## config.mk

```make
export PLATFORM = sky130hd
export DESIGN_NAME = hazard_unit
export DESIGN_NICKNAME = d
export VERILOG_FILES = /design/src/rtl/pipeline_pkg.sv /design/src/rtl/hazard_unit.sv
export SDC_FILE = /design/constraint.sdc
export NUM_CORES = 1
export LEC_CHECK = 0
export CORE_MARGIN = 2
export CORE_UTILIZATION = 42
export DETAILED_ROUTE_END_ITERATION = 6
export PLACE_DENSITY_LB_ADDON = 0.15
export SLEW_MARGIN = 40
export SYNTH_ARGS = -nofsm -noshare
export SYNTH_HDL_FRONTEND = slang
export SYNTH_SLANG_ARGS = --single-unit
```

## constraint.sdc

```tcl
create_clock -name CLK -period 2.27 [get_ports CLK]
set_input_delay 0.3405 -clock CLK [delete_from_list [all_inputs] [get_ports CLK]]
set_output_delay 0.3405 -clock CLK [all_outputs]
set_load 0.005 [all_outputs]
```

## src/rtl/pipeline_pkg.sv

```systemverilog
// Shared pipeline definitions for the 5-stage MIPS datapath: hazard FSM states,
// the NOP encoding, and the register-0 constant used by hazard and forwarding logic.
package pipeline_pkg;

  typedef enum logic {
    NO_HAZ  = 1'b0,
    BR_WAIT = 1'b1
  } hz_state_e;

  localparam logic [31:0] NOP_INSTR = 32'h0000_0000;
  localparam logic [4:0]  REG_ZERO  = 5'd0;

endpackage

```

## src/rtl/hazard_unit.sv

```systemverilog
// Load-use stall and jump/branch penalty sequencing between IF/ID and ID/EX,
// with a saturating lost-cycle counter.
//
// state   | meaning
// NO_HAZ  | normal flow; detect load-use, branch or jump in ID
// BR_WAIT | branch now in EX; PC mux takes the outcome, ID is flushed again
module hazard_unit
  import pipeline_pkg::*;
#(
  parameter int CNT_W = 16
) (
  input  logic             CLK,
  input  logic             Reset_L,
  input  logic [4:0]       ID_Rs,
  input  logic [4:0]       ID_Rt,
  input  logic             ID_UseRs,
  input  logic             ID_UseRt,
  input  logic             ID_Jump,
  input  logic             ID_Branch,
  input  logic [4:0]       EX_Rw,
  input  logic             EX_MemRead,
  output logic             PCWrite,
  output logic             IFWrite,
  output logic             IFFlush,
  output logic             Bubble,
  output logic             BranchResolve,
  output logic [CNT_W-1:0] StallCount
);

  hz_state_e        state_q, state_d;
  logic [CNT_W-1:0] cnt_q, cnt_d;
  logic             load_use;

  assign load_use = EX_MemRead && (EX_Rw != REG_ZERO) &&
                    ((ID_UseRs && (ID_Rs == EX_Rw)) ||
                     (ID_UseRt && (ID_Rt == EX_Rw)));

  always_comb begin
    state_d       = state_q;
    PCWrite       = 1'b1;
    IFWrite       = 1'b1;
    IFFlush       = 1'b0;
    Bubble        = 1'b0;
    BranchResolve = 1'b0;

    case (state_q)
      NO_HAZ: begin
        if (load_use) begin
          PCWrite = 1'b0;
          IFWrite = 1'b0;
          Bubble  = 1'b1;
        end else if (ID_Branch) begin
          PCWrite = 1'b0;
          IFWrite = 1'b0;
          IFFlush = 1'b1;
          state_d = BR_WAIT;
        end else if (ID_Jump) begin
          IFWrite = 1'b0;
          IFFlush = 1'b1;
        end
      end
      BR_WAIT: begin
        // ID holds the flushed NOP, so its fields are deliberately ignored here
        BranchResolve = 1'b1;
        IFWrite       = 1'b0;
        IFFlush       = 1'b1;
        state_d       = NO_HAZ;
      end
      default: state_d = NO_HAZ;
    endcase

    if (!Reset_L) begin
      PCWrite       = 1'b0;
      IFWrite       = 1'b0;
      IFFlush       = 1'b0;
      Bubble        = 1'b1;
      BranchResolve = 1'b0;
      state_d       = NO_HAZ;
    end
  end

  always_comb begin
    cnt_d = cnt_q;
    if ((Bubble || IFFlush) && (cnt_q != {CNT_W{1'b1}}))
      cnt_d = cnt_q + CNT_W'(1);
  end

  always_ff @(posedge CLK) begin
    if (!Reset_L) begin
      state_q <= NO_HAZ;
      cnt_q   <= '0;
    end else begin
      state_q <= state_d;
      cnt_q   <= cnt_d;
    end
  end

  assign StallCount = cnt_q;

endmodule

```

==> metrics, run 1 <==
Setup violations, final=0; Final Critical Period=2170 ps; post-route cell area=1600 sq um; most instantiated cells after synthesis=17 x dfxtp_1, 14 x nand2_1, 12 x a21oi_1, 10 x or4_1, 10 x xnor2_1; Routed WL=2700 um; Root Buffer Master=clkbuf_4; most frequent cell after synthesis=dfxtp_1; count of cell types in the netlist=30; Clock Skews=2.64 ps; top_reg_cell synth=dfxtp_1; R2R Path End=StallCount[14]; sequential area share after synthesis=32.1%; Leakage=0.000563 uW; crit end category=output pin; Initial Util=43.6%; Psw=157 uW; CTS tree=built; Horiz. Die Dim=54.3 um; Final Cycle Share=95.6%; Final Slew Violations=0; Vias/cell=5.58; Async SR Flop Fraction=0%; main area contributors after synthesis=dfxtp_1 32%, xnor2_1 8.3%, or4_1 7.1%; layout cell share with drive strength beyond 1=13.0%; Critical Path AT=1830 ps; vias=1155; worst rel slew slack=74.3%; cell-internal power=454 uW; Synth Warn #=0; initial DRC count=25; Critical Path RT=1930 ps; Layout fillers=221; worst vdd ir=0.000302 V; Syn Nets=152; Hold Slack=492 ps; CP Max Fanout=3; reg2reg start=StallCount[0]; Pwr Density=383 nW/um^2; remaining antenna violation count after routing=0; register area=340 sq um; maxcap violations=0; Multi-input gate area=678 sq um; Syn-to-layout area delta=50.5%; Hold Path End=StallCount[12]; TritonCTS buffer count=3; sequential group share of total power=51.0%; pre-CTS setup slack=-466 ps; clock network power share=27.7%; Core Util, Final=65.6%; DP HPWL=2000 um; H-tree level count=1; Longest Clk Path Bufs=2; ant diodes=0; die area=2940 sq um; post-synthesis cell count=129; Comb pwr share=21.3%; final worst slack=99.4 ps; clock slew at reported path FFs=100 ps; Mapped Area=1060 sq um; Die H=54.3 um; first-pass GRT wire length=4490 um; initial antenna violation count=0; DRC Markers=0; Setup Crit Path Kind=in2out; # clock sinks=17; Peak Freq=461 MHz; # rows=18; Final Hold Fails=0; drt pass-1 iters=4; syn avg cell area=8.22 sq um; vias in the first global route=1048; status=finished clean; wire per inst=13.0 um; crit path launch type=primary input; number of cells on the worst hold path=2; reg2reg path depth=5; post-place instance area=1530 sq um; worst min path class=reg2reg; hold path startpoint=StallCount[12]; Post-synth EDFFs=0; largest net degree at the start of global routing=26; Placer Congestion=0.746; r2r setup slk=290 ps; worst-skew pair later-pin latency=300 ps; share of the synthesized area in the top cell type=32.1%; core area=2430 sq um; Final nets=201; RSZ-0062 raised after global routing=no; Yosys reg bits=17; final cell count without fillers=207; Placed Cells incl. Taps=202; Port Buf Inserts=42; Switching Share=25.7%; biggest area consumer among synthesized cells=dfxtp_1; worst slew pin tran=386 ps; Overflow after GRT=0; Tot GR Track Use=20.5%; io pins=43
-- flip-flops by register name (all words and copies together), names as in the netlist --
register / cells
StallCount: 16
state_q: 1
-- final cells by class --
| type | instances | area share [%] |
|---|---|---|
| Multi-Input combinational cell | 100 | 42.5 |
| Timing Repair Buffer | 52 | 31.3 |
| Sequential cell | 17 | 21.3 |
| Tap cell | 30 | 2.35 |
| Clock buffer | 4 | 1.65 |
| Inverter | 4 | 0.940 |
-- critical path: stages --
cell,delay (ps)
clkdlybuf4s50_1,480
xnor2_1,130
nand4_1,140
o22ai_2,200
nand2_1,90
o21ai_2,180
nor2_1,70
clkdlybuf4s15_2,210
-- power groups by stage --
stage | Clock, uW | Sequential [uW] | Combinational, uW
2_1_floorplan | 0 | 317 | 52.1
3_3_place_gp | 0 | 318 | 126
3_5_place_dp | 0 | 318 | 129
4_1_cts | 173 | 312 | 128
5_1_grt | 188 | 313 | 142
6_report | 169 | 312 | 130
-- worst max-delay path by stage --
stage / endpoint / start / slack [ps]
after floorplan: IFWrite / EX_Rw[1] / 510
final: IFFlush / ID_Rs[4] / 100
after global routing: IFFlush / ID_Rs[1] / 30
after global placement: PCWrite / EX_Rw[2] / -410
after detailed placement: Bubble / EX_Rw[2] / -470
after CTS: IFWrite / EX_Rw[1] / 20
-- metal layers --
layer / vias up / track usage, % / routed length, um
met2: 36 / 33.3 / 1280
li1: 581 / - / -
met5: - / 0 / 0
met1: 534 / 26.6 / 1240
met4: 0 / 5.00 / 23
met3: 4 / 5.74 / 147
-- cell families after synthesis --
family                     after synthesis  synth area share, %
buffers and inverters                   12                 6.96
DFF                                     17                 32.1
AOI/OAI and AO/OA                       29                 17.7
and+or+nand+nor                         56                 30.1
muxes                                    4                 3.77
xor gates and xnor gates                10                 8.25
adders and majority gates                1                 1.18
-- placed cells by master, fill, tap and decap left out, types with 2 or more instances in the layout --
cell,netlist,routed
clkdlybuf4s50_1,0,33
dfxtp_1,17,17
nand2_1,14,14
a21oi_1,12,11
xnor2_1,10,9
or4_1,10,9
buf_4,1,9
o31ai_1,8,8
nand3_1,6,6
nand2b_1,5,5
inv_1,4,4
nor2_1,4,4
mux2i_1,4,4
nor3_1,3,3
nor4_1,3,3
clkbuf_4,0,3
dlymetal6s2s_1,0,3
dlygate4sd2_1,0,3
o21ai_2,0,2
nand4_1,2,2
and3_1,3,2
and4_1,2,2
o21ai_1,3,2
o41ai_1,2,2
or3_1,2,2
-- per-stage QoR --
stage	power [uW]	setup TNS, ps
2_1_floorplan	369	0
3_3_place_gp	444	-4000
3_5_place_dp	447	-4850
4_1_cts	612	0
5_1_grt	643	0
6_report	611	0
-- repair_timing --
action                                  CTS  global route
buffers inserted                          1             0
hold buffers                              0             0
pin swaps                                 2             4
gates resized for setup                  15             9
cloned                                    0             0
endpoints found under the setup margin    4            20
Power figures use the tool's default switching activity.
==> run 2, diff against run 1 <==
--- a/config.mk
+++ b/config.mk
@@ -5,7 +5,6 @@
 export SDC_FILE = /design/constraint.sdc
 export NUM_CORES = 1
 export LEC_CHECK = 0
-export CORE_MARGIN = 2
 export CORE_UTILIZATION = 42
 export DETAILED_ROUTE_END_ITERATION = 6
 export PLACE_DENSITY_LB_ADDON = 0.15
==> run 2 against run 1 <==
Compared with the run above: sequential power barely moved; utilization grew 2.0 points; count of clock-buffer cells in the layout stayed put; first-iteration DRC count is 48% lower; register-to-register slack gained 40 ps.
==> metrics, run 2 (same netlist as run 1, synthesis figures left out) <==
first-pass GRT wire length=4270 um (-4.9%); H-tree level count=1 (unchanged); die area=2730 sq um (-7.2%); Vias/cell=5.50 (-1.5%); Leakage=0.000543 uW (-3.5%); Hold Path End=StallCount[9]; hold path startpoint=StallCount[9]; status=finished clean; Multi-input gate area=654 sq um (-3.5%); CP Max Fanout=3 (unchanged); worst min path class=reg2reg; DP HPWL=2010 um (+0.88%); Clock Skews=1.25 ps (-1.38 ps); Peak Freq=475 MHz (+3.0%); Routed WL=2590 um (-3.9%); Critical Path RT=1930 ps (about the same); Hold Slack=496 ps (+3.37 ps); CTS tree=built; # rows=17 (-1); commonest non-fill, non-tap cell in the layout=clkdlybuf4s50_1; initial antenna violation count=0 (unchanged); Die H=52.3 um (-3.7%); Final Critical Period=2110 ps (-64.1 ps); final total power=601 uW (-1.7%); Setup violations, final=0 (unchanged); Root Buffer Master=clkbuf_4; TritonCTS buffer count=3 (unchanged); vias in the first global route=1065 (+1.6%); Post-CTS Hold Fix Bufs=0 (unchanged); Port Buf Inserts=42 (unchanged); crit end category=output pin; max reg flops=16 (unchanged); number of cells on the worst hold path=2 (unchanged); reg2reg start=StallCount[0]; initial DRC count=13 (-48%); Final Slew Violations=0 (unchanged); clock slew at reported path FFs=100 ps (about the same); Final nets=200 (-0.50%); Setup Crit Path Kind=in2out; R2R Path End=StallCount[14]; Initial Util=46.2% (+2.6 points); worst-skew pair later-pin latency=290 ps (about the same); DRC Markers=0 (unchanged); worst rel slew slack=74.7% (+0.48 points); post-place instance area=1520 sq um (-0.66%); Overflow after GRT=0 (unchanged); largest net degree at the start of global routing=26 (unchanged); Longest Clk Path Bufs=2 (unchanged); Placer Congestion=0.752 (+0.74%); RSZ-0062 raised after global routing=no; Horiz. Die Dim=52.3 um (-3.7%); wire per inst=12.7 um (-2.5%); remaining antenna violation count after routing=0 (unchanged); Final Hold Fails=0 (unchanged); Final Cycle Share=92.8% (-2.8 points); # clock sinks=17 (unchanged); register area=340 sq um (unchanged); Pwr Density=387 nW/um^2 (+1.0%); io pins=43 (unchanged); worst vdd ir=0.000235 V (-22%); post-route cell area=1550 sq um (-2.7%); layout cell share with drive strength beyond 1=10.8% (-2.2 points); core area=2300 sq um (-5.6%); drt pass-1 iters=4 (unchanged); Critical Path AT=1770 ps (-60 ps); final cell count without fillers=204 (-1.4%); maxcap violations=0 (unchanged); crit path launch type=primary input; ant diodes=0 (unchanged); commonest cells after routing, fill and taps aside=33 x clkdlybuf4s50_1, 17 x dfxtp_1, 13 x nand2_1; worst slew pin tran=379 ps (-7.19 ps); reg2reg path depth=5 (unchanged); Syn-to-layout area delta=46.5%; r2r setup slk=330 ps (+40 ps); Tot GR Track Use=20.9% (+0.42 points); vias=1121 (-2.9%); Placed Cells incl. Taps=199 (-1.5%); Layout fillers=212 (-4.1%)
-- run 2: stage by stage --
stage	utilization (%)	setup slack, ps	setup TNS [ps]
after floorplan	-	510	0
after global placement	66.1	-401	-2890
after detailed placement	66.1	-482	-3620
after CTS	67.4	27.0	0
after global routing	67.6	62.0	0
final	67.6	163	0
-- run 2: power breakdown --
part           switching, uW  internal (uW)
registers               7.61            304
logic                   46.2           76.7
clock network           97.4           68.4
-- run 2: critical path, cell delays in order --
cell and delay, ps:
dlygate4sd2_1 260, or4_1 520, o21ai_1 130, inv_1 80
nand2_2 70, o21ai_2 70, nor2_1 90, clkdlybuf4s15_2 210
-- run 2: cell type report --
cell class              count  share of cell area (%)
flip-flops and latches     17                    21.9
clock buffers               4                    1.69
well taps                  28                    2.25
repair buffers             51                    31.1
multi-input cells         100                    42.1
inverters                   4                   0.966
-- run 2: how the worst max path moves through the flow --
| stage | startpoint | to | slack (ps) |
|---|---|---|---|
| 6_report | EX_Rw[2] | IFFlush | 160 |
| 5_1_grt | ID_Rt[0] | Bubble | 60 |
| 4_1_cts | EX_Rw[4] | IFWrite | 30 |
| 3_5_place_dp | EX_Rw[3] | Bubble | -480 |
| 3_3_place_gp | EX_Rw[1] | Bubble | -400 |
| 2_1_floorplan | EX_Rw[1] | IFWrite | 510 |
-- run 2: repair_timing --
action                                  CTS  global route
resized for setup                        15             3
pin swaps                                 4             1
endpoints found under the setup margin    4             5
setup buffers                             1             0
-- run 2: layer usage --
layer | part of all wire, % | track usage [%] | vias up
met2 | 48 | 38.2 | 33
met5 | 0 | 0 | -
met4 | 1.4 | 6.58 | 0
met3 | 5.0 | 5.22 | 5
met1 | 46 | 23.4 | 507
li1 | - | - | 576
